<file path="src/rtl/mips_ctrl_pkg.sv">
// Shared encodings for the multicycle MIPS control path: FSM states, opcodes,
// and the select codes that the ALU control decoder and datapath muxes consume.
package mips_ctrl_pkg;

    typedef enum logic [3:0] {
        S_FETCH  = 4'd0,
        S_DECODE = 4'd1,
        S_MEMADR = 4'd2,
        S_MEMRD  = 4'd3,
        S_MEMWB  = 4'd4,
        S_MEMWR  = 4'd5,
        S_EXEC   = 4'd6,
        S_ALUWB  = 4'd7,
        S_BEQ    = 4'd8,
        S_IEXEC  = 4'd9,
        S_IWB    = 4'd10,
        S_JUMP   = 4'd11
    } state_t;

    localparam logic [5:0] OP_RTYPE = 6'b000000;
    localparam logic [5:0] OP_LW    = 6'b100011;
    localparam logic [5:0] OP_SW    = 6'b101011;
    localparam logic [5:0] OP_BEQ   = 6'b000100;
    localparam logic [5:0] OP_J     = 6'b000010;
    localparam logic [5:0] OP_ADDI  = 6'b001000;
    localparam logic [5:0] OP_ANDI  = 6'b001100;

    localparam logic [1:0] ALU_OP_ADD   = 2'b00;
    localparam logic [1:0] ALU_OP_SUB   = 2'b01;
    localparam logic [1:0] ALU_OP_FUNCT = 2'b10;
    localparam logic [1:0] ALU_OP_AND   = 2'b11;

    localparam logic [1:0] SRC_B_RT       = 2'b00;
    localparam logic [1:0] SRC_B_FOUR     = 2'b01;
    localparam logic [1:0] SRC_B_IMM      = 2'b10;
    localparam logic [1:0] SRC_B_IMM_SHL2 = 2'b11;

    localparam logic [1:0] PC_SRC_ALU    = 2'b00;
    localparam logic [1:0] PC_SRC_ALUOUT = 2'b01;
    localparam logic [1:0] PC_SRC_JUMP   = 2'b10;

endpackage

</file>
<file path="src/rtl/main_control_fsm.sv">
// Multicycle main control FSM: sequences fetch/decode/execute/memory/write-back
// and decodes every datapath select and enable from the current state.
module main_control_fsm
    import mips_ctrl_pkg::*;
(
    input  logic       clk,
    input  logic       rst_n,
    input  logic [5:0] opcode,
    input  logic       mem_ready,
    output logic       pc_write,
    output logic       pc_write_cond,
    output logic       iord,
    output logic       mem_read,
    output logic       mem_write,
    output logic       ir_write,
    output logic       mem_to_reg,
    output logic       reg_dst,
    output logic       reg_write,
    output logic       alu_src_a,
    output logic [1:0] alu_src_b,
    output logic [1:0] alu_op,
    output logic [1:0] pc_source,
    output logic       instr_done,
    output logic       illegal_op,
    output logic [3:0] state
);

    // Held as raw bits so the unused encodings 12-15 remain representable.
    logic [3:0] state_q;
    logic [3:0] next_state;

    always_ff @(posedge clk) begin
        if (!rst_n) begin
            state_q <= S_FETCH;
        end else begin
            state_q <= next_state;
        end
    end

    always_comb begin
        next_state = S_FETCH;
        case (state_q)
            S_FETCH:  next_state = mem_ready ? S_DECODE : S_FETCH;
            S_DECODE: begin
                case (opcode)
                    OP_LW, OP_SW:       next_state = S_MEMADR;
                    OP_RTYPE:           next_state = S_EXEC;
                    OP_BEQ:             next_state = S_BEQ;
                    OP_J:               next_state = S_JUMP;
                    OP_ADDI, OP_ANDI:   next_state = S_IEXEC;
                    default:            next_state = S_FETCH;
                endcase
            end
            S_MEMADR: next_state = (opcode == OP_LW) ? S_MEMRD : S_MEMWR;
            S_MEMRD:  next_state = mem_ready ? S_MEMWB : S_MEMRD;
            S_MEMWB:  next_state = S_FETCH;
            S_MEMWR:  next_state = mem_ready ? S_FETCH : S_MEMWR;
            S_EXEC:   next_state = S_ALUWB;
            S_ALUWB:  next_state = S_FETCH;
            S_BEQ:    next_state = S_FETCH;
            S_IEXEC:  next_state = S_IWB;
            S_IWB:    next_state = S_FETCH;
            S_JUMP:   next_state = S_FETCH;
            default:  next_state = S_FETCH;
        endcase
    end

    always_comb begin
        pc_write      = 1'b0;
        pc_write_cond = 1'b0;
        iord          = 1'b0;
        mem_read      = 1'b0;
        mem_write     = 1'b0;
        ir_write      = 1'b0;
        mem_to_reg    = 1'b0;
        reg_dst       = 1'b0;
        reg_write     = 1'b0;
        alu_src_a     = 1'b0;
        alu_src_b     = SRC_B_RT;
        alu_op        = ALU_OP_ADD;
        pc_source     = PC_SRC_ALU;
        instr_done    = 1'b0;
        illegal_op    = 1'b0;
        case (state_q)
            S_FETCH: begin
                // IR and PC load only in the cycle memory delivers the word.
                mem_read  = 1'b1;
                alu_src_b = SRC_B_FOUR;
                ir_write  = mem_ready;
                pc_write  = mem_ready;
            end
            S_DECODE: begin
                alu_src_b = SRC_B_IMM_SHL2;
                case (opcode)
                    OP_RTYPE, OP_LW, OP_SW, OP_BEQ,
                    OP_J, OP_ADDI, OP_ANDI: illegal_op = 1'b0;
                    default:                illegal_op = 1'b1;
                endcase
            end
            S_MEMADR: begin
                alu_src_a = 1'b1;
                alu_src_b = SRC_B_IMM;
            end
            S_MEMRD: begin
                mem_read = 1'b1;
                iord     = 1'b1;
            end
            S_MEMWB: begin
                reg_write  = 1'b1;
                mem_to_reg = 1'b1;
                instr_done = 1'b1;
            end
            S_MEMWR: begin
                mem_write  = 1'b1;
                iord       = 1'b1;
                instr_done = mem_ready;
            end
            S_EXEC: begin
                alu_src_a = 1'b1;
                alu_op    = ALU_OP_FUNCT;
            end
            S_ALUWB: begin
                reg_write  = 1'b1;
                reg_dst    = 1'b1;
                instr_done = 1'b1;
            end
            S_BEQ: begin
                alu_src_a     = 1'b1;
                alu_op        = ALU_OP_SUB;
                pc_write_cond = 1'b1;
                pc_source     = PC_SRC_ALUOUT;
                instr_done    = 1'b1;
            end
            S_IEXEC: begin
                alu_src_a = 1'b1;
                alu_src_b = SRC_B_IMM;
                alu_op    = (opcode == OP_ANDI) ? ALU_OP_AND : ALU_OP_ADD;
            end
            S_IWB: begin
                reg_write  = 1'b1;
                instr_done = 1'b1;
            end
            S_JUMP: begin
                pc_write   = 1'b1;
                pc_source  = PC_SRC_JUMP;
                instr_done = 1'b1;
            end
            default: begin
                alu_src_b = SRC_B_RT;
            end
        endcase
    end

    assign state = state_q;

endmodule

</file>
<file path="config.mk">
export PLATFORM = sky130hd
export DESIGN_NAME = main_control_fsm
export DESIGN_NICKNAME = d
export VERILOG_FILES = /design/src/rtl/mips_ctrl_pkg.sv /design/src/rtl/main_control_fsm.sv
export SDC_FILE = /design/constraint.sdc
export NUM_CORES = 1
export LEC_CHECK = 0
export ABC_AREA = 1
export ABC_CLOCK_PERIOD_IN_PS = 2800
export CORE_AREA = 5 5 42 44
export DETAILED_ROUTE_END_ITERATION = 6
export DIE_AREA = 0 0 47 49
export PLACE_DENSITY = 0.91
export SYNTH_ARGS = -nofsm -noshare
export SYNTH_HDL_FRONTEND = slang
export SYNTH_SLANG_ARGS = --single-unit
export TNS_END_PERCENT = 20
</file>
<file path="constraint.sdc">
create_clock -name clk -period 2.8 [get_ports clk]
set_clock_uncertainty 0.15 [all_clocks]
set_input_delay 0.42 -clock clk [delete_from_list [all_inputs] [get_ports clk]]
set_output_delay 0.42 -clock clk [all_outputs]
set_load 0.005 [all_outputs]
</file>
==> reports/qor.yml <==
rsz0062_at_grt: "false"
die_x_um: 47
swShare: 0.275
ctsResizeCount: 0
num_rows: 14
end_kind: "output pin"
crit_end: "alu_op[1]"
maxCapViolations: 0
crit_path_start: "opcode[5]"
dieHeight_um: 49
slew_headroom: 0.778
antenna_found_initial: 0
port_buffers: 30
worst_pin_slew_ns: 0.331
min_period_over_period: 0.948
critical_path_arrival_ns: 2.08
postCtsHoldBufs: 0
timing.hold.ws_ns: 0.635
gp_routability_congestion: 0.847
power_frac_seq: 0.324
syn_to_final_growth_pct: 68.5
cts_buffers: 3
syn-cell-area_um2: 489
nets: 136
wl_met1_um: 679
first_pass_iters: 4
grt_max_degree: 8
final_cell_mix: "30 x clkdlybuf4s50_1, 22 x nor2_1, 15 x nand2_1"
combinationalPowerShare: 0.298
reg2reg_depth: 5
ir_drop_v: 0.000207
synth_fp_nets: 102
synth_top_family_by_area: "simple AND/OR/NAND/NOR gates"
clk_latency_ns: 0.24
wl_met3_um: 133
setup_tns_ns: 0
ys_warn_count: 0
top_layer: "met4"
coreArea_mm2: 0.00140
fmax_mhz: 377
status: "completed"
wl_met2_um: 796
clockBufferDepth: 2
remaining_drc_errors: 0
p_leak_nw: 0.369
synth_compound_area_frac: 0.156
grt_overflow: 0
r2r_start: "state[0]$_SDFF_PN0_"
vias: 715
dieArea_mm2: 0.00230
wl_per_cell_um: 11.7
p_sw_mw: 0.0520
fin_crit_ns: 2.65
p_clk_frac: 0.377
largest_reg_flops: 4
hold_violations: 0
fin_util: 0.588
avgSynthCellArea_um2: 5.26
grt_pass1_vias: 657
htreeDepth: 1
cellPowerDensity_mw_per_mm2: 230
layout-drive-gt1-share: 0.120
cts_setup_buffers: 0
ys_ff_latch: 4
worst-setup-path-type: "input port to output pin"
drt_first_iter_violations: 26
final_max_slew_viol_count: 0
wl_mm: 1.65
r2r_slack_ns: 1.46
synthMuxAreaShare: 0
crit_fanout: 5
initial_core_util: 0.349
avgViaCountPerCell: 5.07
syn_inst: 93
cts-root-buf: "clkbuf_4"
whs_path_depth: 3
hold_path_class: "input port to flip-flop"
track_usage: 0.156
regToRegEndpoint: "state[3]$_SDFF_PN0_"
ys_seq_area_frac: 0.164
hpwl_mm: 1.34
clkSinkCount: 4
cp-start-kind: "input port"
clk_pin_slew_ns: 0.04
insertedDiodeCount: 0
ios: 31
synth-simple-area-share: 0.535
synth_cell_types: 18
antenna_left: 0
crit_required_ns: 2.23
p_int_mw: 0.137
final_common_cell: "clkdlybuf4s50_1"
finalSetupViolations: 0
grt_pass1_wl_mm: 2.63
synthXorXnorAreaFrac: 0
synthAdderAreaFrac: 0
cts_tree: "yes"
## power groups by stage
stage          Combinational (mW)  Sequential (mW)  Clock, mW
2_1_floorplan              0.0225           0.0617          0
5_1_grt                    0.0615           0.0616     0.0814
6_report                   0.0565           0.0615     0.0715
3_5_place_dp               0.0558           0.0622          0
3_3_place_gp               0.0548           0.0621          0
4_1_cts                    0.0564           0.0613     0.0734
## synth_stat cells
cell / number / area [um2]
nor2_1: 22 / 82.6
nand2_1: 15 / 56.3
inv_1: 12 / 45.0
nand3_1: 10 / 50.1
o21ai_0: 6 / 30.0
a21oi_1: 5 / 25.0
inv_2: 5 / 18.8
dfxtp_1: 4 / 80.1
nor2_2: 3 / 18.8
nand2_2: 2 / 12.5
nand4_1: 2 / 12.5
buf_4: 1 / 7.51
nand3_2: 1 / 10.0
nand3b_1: 1 / 7.51
nor2_4: 1 / 11.3
o21a_1: 1 / 7.51
o21ai_1: 1 / 5.00
o221ai_1: 1 / 8.76
## worst min path at each step
stage	from	to
global route	rst_n	state[3]$_SDFF_PN0_
detailed placement	state[3]$_SDFF_PN0_	state[0]$_SDFF_PN0_
finish	rst_n	state[1]$_SDFF_PN0_
floorplan	rst_n	state[2]$_SDFF_PN0_
global placement	state[3]$_SDFF_PN0_	state[0]$_SDFF_PN0_
CTS	state[3]$_SDFF_PN0_	state[0]$_SDFF_PN0_
## per-layer routing
layer / GRT usage / up-vias
met3: 0.0369 / 4
met4: 0.0968 / 0
li1: - / 360
met5: 0 / -
met2: 0.235 / 30
met1: 0.189 / 321
## kinds of logic after synthesis
logic type | after synthesis
DFF | 4
buffers and inverters | 18
and+or+nand+nor | 57
AOI/OAI and AO/OA | 14
## worst max-delay path: stages
cell,delay [ns]
clkdlybuf4s50_1,0.42
nor2_1,0.29
nand4_1,0.17
o21ai_0,0.23
clkdlybuf4s50_1,0.54
## layout make-up
| class | instances | area [um2] |
|---|---|---|
| well taps | 16 | 20.0 |
| inverters | 17 | 63.8 |
| clock buffers | 3 | 22.5 |
| multi-input cells | 71 | 338 |
| repair buffers | 30 | 300 |
| flip-flops and latches | 4 | 80.1 |
| fillers | 137 | 577 |
## through the flow
stage	cell area (um2)	worst slack, ns	cells	power (mW)
after global routing	825	0.0578	141	0.204
after global placement	802	0.260	138	0.117
after detailed placement	802	0.155	138	0.118
after floorplan	489	1.26	93	0.0843
final	825	0.147	141	0.189
after CTS	825	0.156	141	0.191
(Power assumes the default switching activity.)
